### config.mk
export PLATFORM = sky130hd
export DESIGN_NAME = regfile_mp
export DESIGN_NICKNAME = d
export VERILOG_FILES = /design/src/rtl/regfile_pkg.sv /design/src/rtl/regfile_scoreboard.sv /design/src/rtl/regfile_mp.sv
export SDC_FILE = /design/constraint.sdc
export NUM_CORES = 1
export LEC_CHECK = 0
export CORE_MARGIN = 1
export CORE_UTILIZATION = 42
export CTS_CLUSTER_SIZE = 12
export DETAILED_ROUTE_END_ITERATION = 8
export GPL_ROUTABILITY_DRIVEN = 0
export SLEW_MARGIN = 20
export SYNTH_ARGS = -nofsm -noshare
export SYNTH_HDL_FRONTEND = slang
export SYNTH_SLANG_ARGS = --single-unit
### constraint.sdc
create_clock -name clock -period 4.41 [get_ports clock]
set_input_delay 0.441 -clock clock [delete_from_list [all_inputs] [get_ports clock]]
set_output_delay 0.441 -clock clock [all_outputs]
set_load 0.03 [all_outputs]
### src/rtl/regfile_pkg.sv
// Shared constants and write-port match helper for the multi-port register file.
package regfile_pkg;

    localparam int unsigned DEFAULT_DATA_WIDTH = 16;
    localparam int unsigned DEFAULT_ADDR_WIDTH = 4;
    localparam int unsigned MAX_WRITE          = 2;
    localparam int unsigned WIDX_W             = 1;

    typedef struct packed {
        logic              hit;
        logic [WIDX_W-1:0] idx;
    } wr_match_t;

    // Highest-index asserted hit wins, matching the write-port priority.
    function automatic wr_match_t highest_match(input logic [MAX_WRITE-1:0] hits);
        wr_match_t m;
        m = '0;
        for (int i = 0; i < MAX_WRITE; i++) begin
            if (hits[i]) begin
                m.hit = 1'b1;
                m.idx = WIDX_W'(i);
            end
        end
        return m;
    endfunction

endpackage

### src/rtl/regfile_scoreboard.sv
// Per-register busy bits: writes clear, reservations set, reservation wins on a tie.
module regfile_scoreboard
    import regfile_pkg::*;
#(
    parameter int unsigned ADDR_WIDTH = DEFAULT_ADDR_WIDTH,
    parameter int unsigned NUM_WRITE  = 2,
    parameter int unsigned ZERO_REG   = 1
) (
    input  logic                                  clock,
    input  logic                                  reset_n,
    input  logic [NUM_WRITE-1:0]                  write_enable,
    input  logic [NUM_WRITE-1:0][ADDR_WIDTH-1:0]  write_address,
    input  logic                                  reserve_enable,
    input  logic [ADDR_WIDTH-1:0]                 reserve_address,
    output logic [(2**ADDR_WIDTH)-1:0]            busy
);

    logic reserve_ok;

    assign reserve_ok = reserve_enable && !((ZERO_REG != 0) && (reserve_address == '0));

    always_ff @(posedge clock or negedge reset_n) begin
        if (!reset_n) begin
            busy <= '0;
        end else begin
            for (int i = 0; i < int'(NUM_WRITE); i++) begin
                if (write_enable[i]) begin
                    busy[write_address[i]] <= 1'b0;
                end
            end
            if (reserve_ok) begin
                busy[reserve_address] <= 1'b1;
            end
        end
    end

endmodule

### src/rtl/regfile_mp.sv
// Multi-port register file with write bypass, optional zero register and busy scoreboard.
module regfile_mp
    import regfile_pkg::*;
#(
    parameter int unsigned DATA_WIDTH = DEFAULT_DATA_WIDTH,
    parameter int unsigned ADDR_WIDTH = DEFAULT_ADDR_WIDTH,
    parameter int unsigned NUM_READ   = 2,
    parameter int unsigned NUM_WRITE  = 2,
    parameter int unsigned ZERO_REG   = 1,
    parameter int unsigned BYPASS     = 1
) (
    input  logic                                  clock,
    input  logic                                  reset_n,
    input  logic [NUM_WRITE-1:0]                  write_enable,
    input  logic [NUM_WRITE-1:0][ADDR_WIDTH-1:0]  write_address,
    input  logic [NUM_WRITE-1:0][DATA_WIDTH-1:0]  write_data,
    input  logic [NUM_READ-1:0][ADDR_WIDTH-1:0]   read_address,
    output logic [NUM_READ-1:0][DATA_WIDTH-1:0]   read_data,
    output logic [NUM_READ-1:0]                   read_busy,
    input  logic                                  reserve_enable,
    input  logic [ADDR_WIDTH-1:0]                 reserve_address,
    output logic [(2**ADDR_WIDTH)-1:0]            busy_vector
);

    localparam int unsigned DEPTH = 2**ADDR_WIDTH;

    logic [DEPTH-1:0][DATA_WIDTH-1:0] mem;
    logic [DEPTH-1:0]                 busy;

    // Later loop iterations overwrite earlier ones, so the higher port wins a collision.
    always_ff @(posedge clock or negedge reset_n) begin
        if (!reset_n) begin
            mem <= '0;
        end else begin
            for (int i = 0; i < int'(NUM_WRITE); i++) begin
                if (write_enable[i] && !((ZERO_REG != 0) && (write_address[i] == '0))) begin
                    mem[write_address[i]] <= write_data[i];
                end
            end
        end
    end

    regfile_scoreboard #(
        .ADDR_WIDTH (ADDR_WIDTH),
        .NUM_WRITE  (NUM_WRITE),
        .ZERO_REG   (ZERO_REG)
    ) u_scoreboard (
        .clock           (clock),
        .reset_n         (reset_n),
        .write_enable    (write_enable),
        .write_address   (write_address),
        .reserve_enable  (reserve_enable),
        .reserve_address (reserve_address),
        .busy            (busy)
    );

    assign busy_vector = busy;

    for (genvar j = 0; j < NUM_READ; j++) begin : g_read
        logic [MAX_WRITE-1:0]  hits;
        wr_match_t             match;
        logic [DATA_WIDTH-1:0] rd;
        logic                  rb;

        always_comb begin
            hits = '0;
            for (int i = 0; i < int'(NUM_WRITE); i++) begin
                hits[i] = write_enable[i] && (write_address[i] == read_address[j]);
            end
            match = highest_match(hits);
        end

        // Reset and the zero register override both the array and the bypass path.
        always_comb begin
            rd = mem[read_address[j]];
            rb = busy[read_address[j]];
            if ((BYPASS != 0) && match.hit) begin
                for (int i = 0; i < int'(NUM_WRITE); i++) begin
                    if (match.idx == WIDX_W'(i)) begin
                        rd = write_data[i];
                    end
                end
                if (!(reserve_enable && (reserve_address == read_address[j]))) begin
                    rb = 1'b0;
                end
            end
            if (!reset_n || ((ZERO_REG != 0) && (read_address[j] == '0))) begin
                rd = '0;
                rb = 1'b0;
            end
        end

        assign read_data[j] = rd;
        assign read_busy[j] = rb;
    end

endmodule
# == Word level (Yosys, flattened, before mapping) ==
# Index checks and enable logic that the tools add are counted.
# totals
reg_bits,272
inputBits,57
# op_classes
eq_ne,6
muxes,41
n_lt_le_gt_ge,8
bitwise,5
reduce_logical,23
# ops
op,n
$bwmux 256,2
$mux 256,2
$mux 16,13
$bmux 16 s4,2
$demux 16 s4,2
$and 16x16->16,2
$not 16->16,2
$lt 4x5->1 const B,5
$eq 4x4->1,6
$logic_not 4->1,5
$or 16x16->16,1
$demux 1 s4,3
$ge 4x1->1 const B,3
$logic_and 1x1->1,12
$mux 1,11
$bmux 1 s4,2
$mux 2,4
$logic_not 1->1,4
$logic_or 1x1->1,2

# == Longest topological paths before layout ==
# Gate-level depths: netlist of run 1.
# logic_depth
ltp_word,11
depth_mapped,9
mapped_depth_nobuf,5

# == Cells and area by module ==
# From an unflattened synthesis of run 1, not the netlist that was laid out.
# unflattened
cells_unflattened,1707
area_unflattened_um2,18041.1
# modules_own_cells
mod,area_per_inst_um2,cells_each,n_inst,seq_area_each_um2
regfile_mp,17143.9,1624,1,6406.1
regfile_scoreboard,897.1,83,1,400.4

# == Least setup slack after synthesis of run 1 ==
# No wires, ideal clock.
# synth_timing
path_kind,input to output
from,in read_address[5] (netlist name)
to,out read_data[30] (netlist name)
path_stages,6
slack_ns,1.393
arrival_ns,2.576
n_path_buf,2
path_cell_list,buf_4 -> xor2_1 -> nor4_2 -> buf_4 -> a211oi_1 -> a2111oi_1
# synth_lines
element,line_no,rtl
start: declaration,regfile_mp.sv:17,"input logic [NUM_READ-1:0][ADDR_WIDTH-1:0] read_address,"
end: declaration,regfile_mp.sv:18,"output logic [NUM_READ-1:0][DATA_WIDTH-1:0] read_data,"

==> results.md, run 1 <==
* Wirelength per Cell at 27.8 µm
* Final setup TNS at 0 ns
* Distinct cell type count after synthesis at 46
* Core Util, Final at 49.0%
* Post-Route WL at 63300 µm
* Detailed Routing Iterations Pass 1 at 6
* Ys async rst share at 100%
* Dominant synthesized flop cell: dfrtp_1
* Slew @ Worst Pin at 1.14 ns
* Most used cell, CP: clkdlybuf4s50_1
* Worst R2R Path Depth at 2
* Flop pwr share at 40.7%
* CP arrival at 3.41 ns
* Antenna diodes at 0
* Avg Inst Size Synth at 10.4 µm²
* Top Ports at 107
* Largest net degree at the start of global routing at 77
* Overall power at 8.70 mW
* Fin cells at 2274
* Iteration-0 DRC count of the detailed router at 1720
* Critical-path top delay cell: or3_1
* Total gr overflow at 0
* Share of the synthesized area in the top cell type at 38.3%
* Initial core utilization at 42.5%
* CP Capture Type: primary output
* #FFs+latches synth at 272
* Share of cells above drive strength 1 at 19.6%
* Vias/cell at 6.23
* TritonCTS clock tree: done
* Max-Cap Viols at 0
* Critical path class: input pin to primary output
* Clk Tree Root Cell: clkbuf_16
* Die Wd at 208 µm
* Number of port buffers at 106
* Crit start category: input pin
* Clock share of power at 31.1%
* Worst-path clk slew at 0.07 ns
* Syn Nets at 1762
* Die height at 208 µm
* Max H-tree Level at 1
* Crit path cell chain: clkdlybuf4s50_1 > xnor2_1 > nand2_1 > nor4_4 > or3_1 > o22ai_1 > clkdlybuf4s50_1
* Hold Path Class: input pin to async pin
* Number of flops mapped to enable cells by yosys at 0
* Final Cycle Share at 87.3%
* Vias in the first global route at 14.4k
* Post-cts sizing count at 0
* Core Area at 41900 µm²
* First-pass GRT wire length at 94400 µm
* Min Clock Period, post-route at 3.85 ns
* CTS buffer count at 31
* Leading area contributor after synthesis: dfrtp_1
* Post-synthesis sequential area ratio at 38.3%
* NetSw at 2.73 mW
* Status: completed
* Synthesized cell area at 17800 µm²
* Die area at 43200 µm²
* Unrepaired setup endpoints after global routing: no
* Yosys warns at 0
* DP Cell Count at 2215
* PwrDens at 424 nW/µm²
* Sw Ratio at 31.4%
* LEAKAGE at 8.22 nW
* Rows at 75
* Setup bufs post-CTS at 0
* # setup viols final at 0
* Max rail drop VDD at 0.000296 V
* Slowest cell delay on critical path at 0.77 ns
* Reg2Reg Setup Slack at 3.58 ns
* Dpl hpwl at 38100 µm
* Sink Count at 272
* Worst-case clock buffer depth at 3
* Hold Buf Count CTS at 1
* Worst R2R Start: mem[138]$_DFF_PN0_
* Total track usage at 29.4%
* Reg-to-reg endpoint: mem[138]$_DFF_PN0_
* Pins Over Slew Limit at 0
* Skew final at 0 ns
* Max Clk Rate at 0.260 GHz
* Final Net Count at 1768
* Area contributors post-synth: dfrtp_1 38%, mux4_2 17%, mux2i_1 15%
* Slew headroom at 23.7%
* Worst EP required at 3.97 ns
* DRC at 0
* Int Pwr at 5.97 mW
* Final Hold Fails at 0
* Critical path fanouts, max at 14
* Initial antenna violation count at 0
* Mapped Cells at 1705
* Final ANT Viol Nets at 0
* Vias at 14.2k
* Area Growth Syn to Fin at 15.2%
* Clk_lat worst skew at 0.58 ns
* Combinational Power Share at 28.3%
## layout by cell type (no fill, tap or decap), types with 19 or more instances in the layout
cell,Yosys,final
a21oi_1,79,79
a22oi_1,30,30
buf_12,0,19
buf_4,22,87
clkbuf_16,0,31
clkdlybuf4s50_1,0,83
dfrtp_1,272,272
mux2i_1,273,273
mux4_2,138,138
nand2_1,239,239
nor2_1,111,107
o21ai_0,134,134
o21ai_1,46,46
## through the flow
| stage | cell area [µm²] | setup slack [ns] | hold WS (ns) |
|---|---|---|---|
| 6_report | 20500 | 0.559 | 0.260 |
| 3_5_place_dp | 19400 | 0.679 | 0.276 |
| 3_3_place_gp | 19400 | 0.727 | 0.277 |
| 5_1_grt | 20500 | 0.514 | 0.270 |
| 2_1_floorplan | 17800 | 1.39 | 0.145 |
| 4_1_cts | 20500 | 0.669 | 0.251 |
## sequential cells by signal (all words and copies together) (netlist names)
name / flops
u_scoreboard.busy: 16
mem: 256
## critical path: cells and delay by family
kind,cells,cell delay (ns)
AO/OA/AOI/OAI,1,0.23
XOR/XNOR,1,0.14
buffers and inverters,2,1.22
AND/OR/NAND/NOR,3,1.36
## synth_stat cells (all sizes together), types with 2 or more instances
cell / instances
nand3b: 2
inv: 5
mux2i: 273
nand2b: 7
a22oi: 30
a311oi: 16
nor3: 12
nor2: 120
or3: 3
mux2: 14
mux4: 138
a221oi: 2
o22ai: 14
dfrtp: 272
o21ai: 180
a22o: 6
xnor2: 6
nand2: 239
clkbuf: 134
a21oi: 79
buf: 87
nor3b: 3
a32o: 6
and2: 3
and3: 5
o41ai: 2
a211o: 2
nand3: 9
nor2b: 10
xor2: 18
## final cells by class
| cell class | count | area (µm²) |
|---|---|---|
| Clock inverter | 12 | 145 |
| Clock buffer | 45 | 908 |
| Timing Repair Buffer | 194 | 1930 |
| Fill cell | 3765 | 21400 |
| Inverter | 5 | 18.8 |
| Multi-Input combinational cell | 1207 | 10000 |
| Tap cell | 539 | 674 |
| Sequential cell | 272 | 6810 |
## worst max path at each step
stage                           from            end  slack (ns)  cells past startpoint
floorplan            read_address[5]  read_data[30]        1.39                      6
global placement    write_address[4]  read_data[22]        0.73                      8
detailed placement  write_address[3]  read_data[21]        0.68                      7
CTS                 write_address[3]  read_data[21]        0.67                      7
global route        write_address[4]  read_data[30]        0.51                      9
finish              write_address[4]  read_data[21]        0.56                      7
## routing by layer
layer | vias to the layer above | wire (µm) | track usage [%]
li1 | 6184 | - | -
met1 | 7080 | 26000 | 40.9
met2 | 746 | 29000 | 45.8
met3 | 147 | 5770 | 5.40
met4 | 0 | 2410 | 11.0
met5 | - | 0 | 0
## power groups by stage
stage | registers [mW] | clock network [mW] | logic [mW]
6_report | 3.54 | 2.70 | 2.46
3_5_place_dp | 3.56 | 0 | 2.45
5_1_grt | 3.61 | 2.83 | 2.64
3_3_place_gp | 3.53 | 0 | 2.39
2_1_floorplan | 3.47 | 0 | 1.67
4_1_cts | 3.53 | 2.74 | 2.45
## cells by family after synthesis
group                  synth area share [%]
multiplexers                           33.7
AND/OR/NAND/NOR                        9.95
AO/OA/AOI/OAI                          11.1
flip-flops                             38.3
buffers and inverters                  5.85
XOR/XNOR                               1.18
No activity file was read; power rests on OpenSTA's default activity.
==> inputs of run 2 (changes only) <==
- CORE_UTILIZATION: 42 -> 50
- PLACE_DENSITY: default -> 0.69
==> results.md, run 2 (synthesis results as in run 1) <==
* Status: completed
* Die height at 191 µm
* Initial antenna violation count at 0
* Worst-case clock buffer depth at 3
* Max-Cap Viols at 0
* Fin cells at 2186
* Skew final at 0 ns
* Min Clock Period, post-route at 4.04 ns
* Final setup TNS at 0 ns
* Commonest non-fill, non-tap cell in the layout: mux2i_1
* Worst-path clk slew at 0.07 ns
* Pins Over Slew Limit at 0
* PwrDens at 425 nW/µm²
* Reg-to-reg endpoint: mem[153]$_DFF_PN0_
* Total track usage at 33.2%
* Setup bufs post-CTS at 0
* Post-Route WL at 59400 µm
* Worst EP required at 3.97 ns
* Wirelength per Cell at 27.2 µm
* Detailed Routing Iterations Pass 1 at 6
* Reg2Reg Setup Slack at 3.58 ns
* Critical-path top delay cell: clkdlybuf4s50_1
* Largest delay share family, worst path: buffers and inverters
* Biggest register: mem
* Multi-input gate area at 10000 µm²
* CTS buffer count at 31
* Max Clk Rate at 0.248 GHz
* Final Cycle Share at 91.5%
* Slew @ Worst Pin at 1.13 ns
* Total gr overflow at 0
* Largest registers: mem (256), u_scoreboard.busy (16)
* Die Wd at 191 µm
* Slowest cell delay on critical path at 0.65 ns
* Layout fillers at 2890
* Final Net Count at 1765
* Combinational Power Share at 27.9%
* Max H-tree Level at 1
* Register area at 6810 µm²
* TritonCTS clock tree: done
* Crit start category: input pin
* Largest net degree at the start of global routing at 77
* Area Growth Syn to Fin at 13.6%
* Rows at 68
* Final ANT Viol Nets at 0
* Top Ports at 107
* Hold Path Class: input pin to async pin
* Core Area at 34800 µm²
* Worst R2R Path Depth at 2
* Bufs and invs on worst path at 4
* Int Pwr at 5.89 mW
* Share of cells above drive strength 1 at 19.5%
* Post-cts sizing count at 0
* Most frequent cells in the layout: 273 x mux2i_1, 272 x dfrtp_1, 239 x nand2_1
* Sink Count at 272
* Unrepaired setup endpoints after global routing: no
* DRC at 0
* Worst R2R Start: mem[153]$_DFF_PN0_
* Core Util, Final at 58.1%
* LEAKAGE at 8.16 nW
* Max rail drop VDD at 0.000326 V
* Iteration-0 DRC count of the detailed router at 1840
* Antenna diodes at 0
* # setup viols final at 0
* Critical path class: input pin to primary output
* Die area at 36300 µm²
* Max reg flops at 256
* Flop pwr share at 41.4%
* NetSw at 2.70 mW
* CP Capture Type: primary output
* Clock share of power at 30.7%
* Vias in the first global route at 14.2k
* Final Hold Fails at 0
* Vias at 14.4k
* First-pass GRT wire length at 89100 µm
* Critical path fanouts, max at 9
* CP arrival at 3.59 ns
* DP Cell Count at 2129
* Dpl hpwl at 35700 µm
* Vias/cell at 6.60
* Number of port buffers at 106
* Initial core utilization at 51.1%
* Clk_lat worst skew at 0.56 ns
* Clk Tree Root Cell: clkbuf_16
* Sw Ratio at 31.4%
* Crit path cell chain: clkdlybuf4s50_1 > xnor2_1 > nand2_1 > nor4_4 > buf_4 > or3_1 > buf_4 > o22ai_1 > clkdlybuf4s50_1
* Slew headroom at 24.5%
[run 2: worst max-delay path by stage]
stage | slack, ns | startpoint | endpoint | depth (start not counted)
after floorplan | 1.39 | read_address[5] | read_data[30] | 6
final | 0.37 | write_address[4] | read_data[21] | 9
after detailed placement | 0.52 | write_address[4] | read_data[20] | 9
after global placement | 0.61 | write_address[4] | read_data[20] | 9
after CTS | 0.50 | write_address[4] | read_data[20] | 9
after global routing | 0.29 | write_address[4] | read_data[28] | 8
[run 2: repair_timing]
item / 4_1_cts / 5_1_grt
hold endpoints to repair: 12 / 0
endpoints found under the setup margin: 0 / 0
hold buffers: 1 / 0
[run 2: routing by layer]
layer | up-vias | track usage [%] | share of wire, %
met5 | - | 0 | 0
met4 | 0 | 11.8 | 4.0
met3 | 164 | 7.16 | 11
met2 | 950 | 51.5 | 46
met1 | 7138 | 46.0 | 39
li1 | 6168 | - | -
[run 2: final cells by class]
cell class                 instances  share of cell area [%]
clock buffer                      44                    4.52
clock inverter                    12                   0.569
inverter                           5                  0.0928
multi-input combinational       1207                    49.5
sequential                       272                    33.7
tap                              455                    2.82
timing repair buffer             191                    8.83
[run 2: metrics by stage]
stage | cell area, µm² | power [mW] | hold WS [ns] | worst slack [ns]
2_1_floorplan | 17800 | 5.14 | 0.145 | 1.39
3_3_place_gp | 19200 | 5.85 | 0.278 | 0.606
3_5_place_dp | 19200 | 5.95 | 0.275 | 0.517
4_1_cts | 20200 | 8.59 | 0.283 | 0.504
5_1_grt | 20200 | 8.95 | 0.304 | 0.294
6_report | 20200 | 8.59 | 0.288 | 0.375
[run 2: power groups by stage]
stage | sequential, mW | clock [mW] | combinational (mW)
finish | 3.55 | 2.63 | 2.40
global route | 3.62 | 2.75 | 2.58
CTS | 3.54 | 2.66 | 2.39
detailed placement | 3.57 | 0 | 2.38
global placement | 3.53 | 0 | 2.32
floorplan | 3.47 | 0 | 1.67
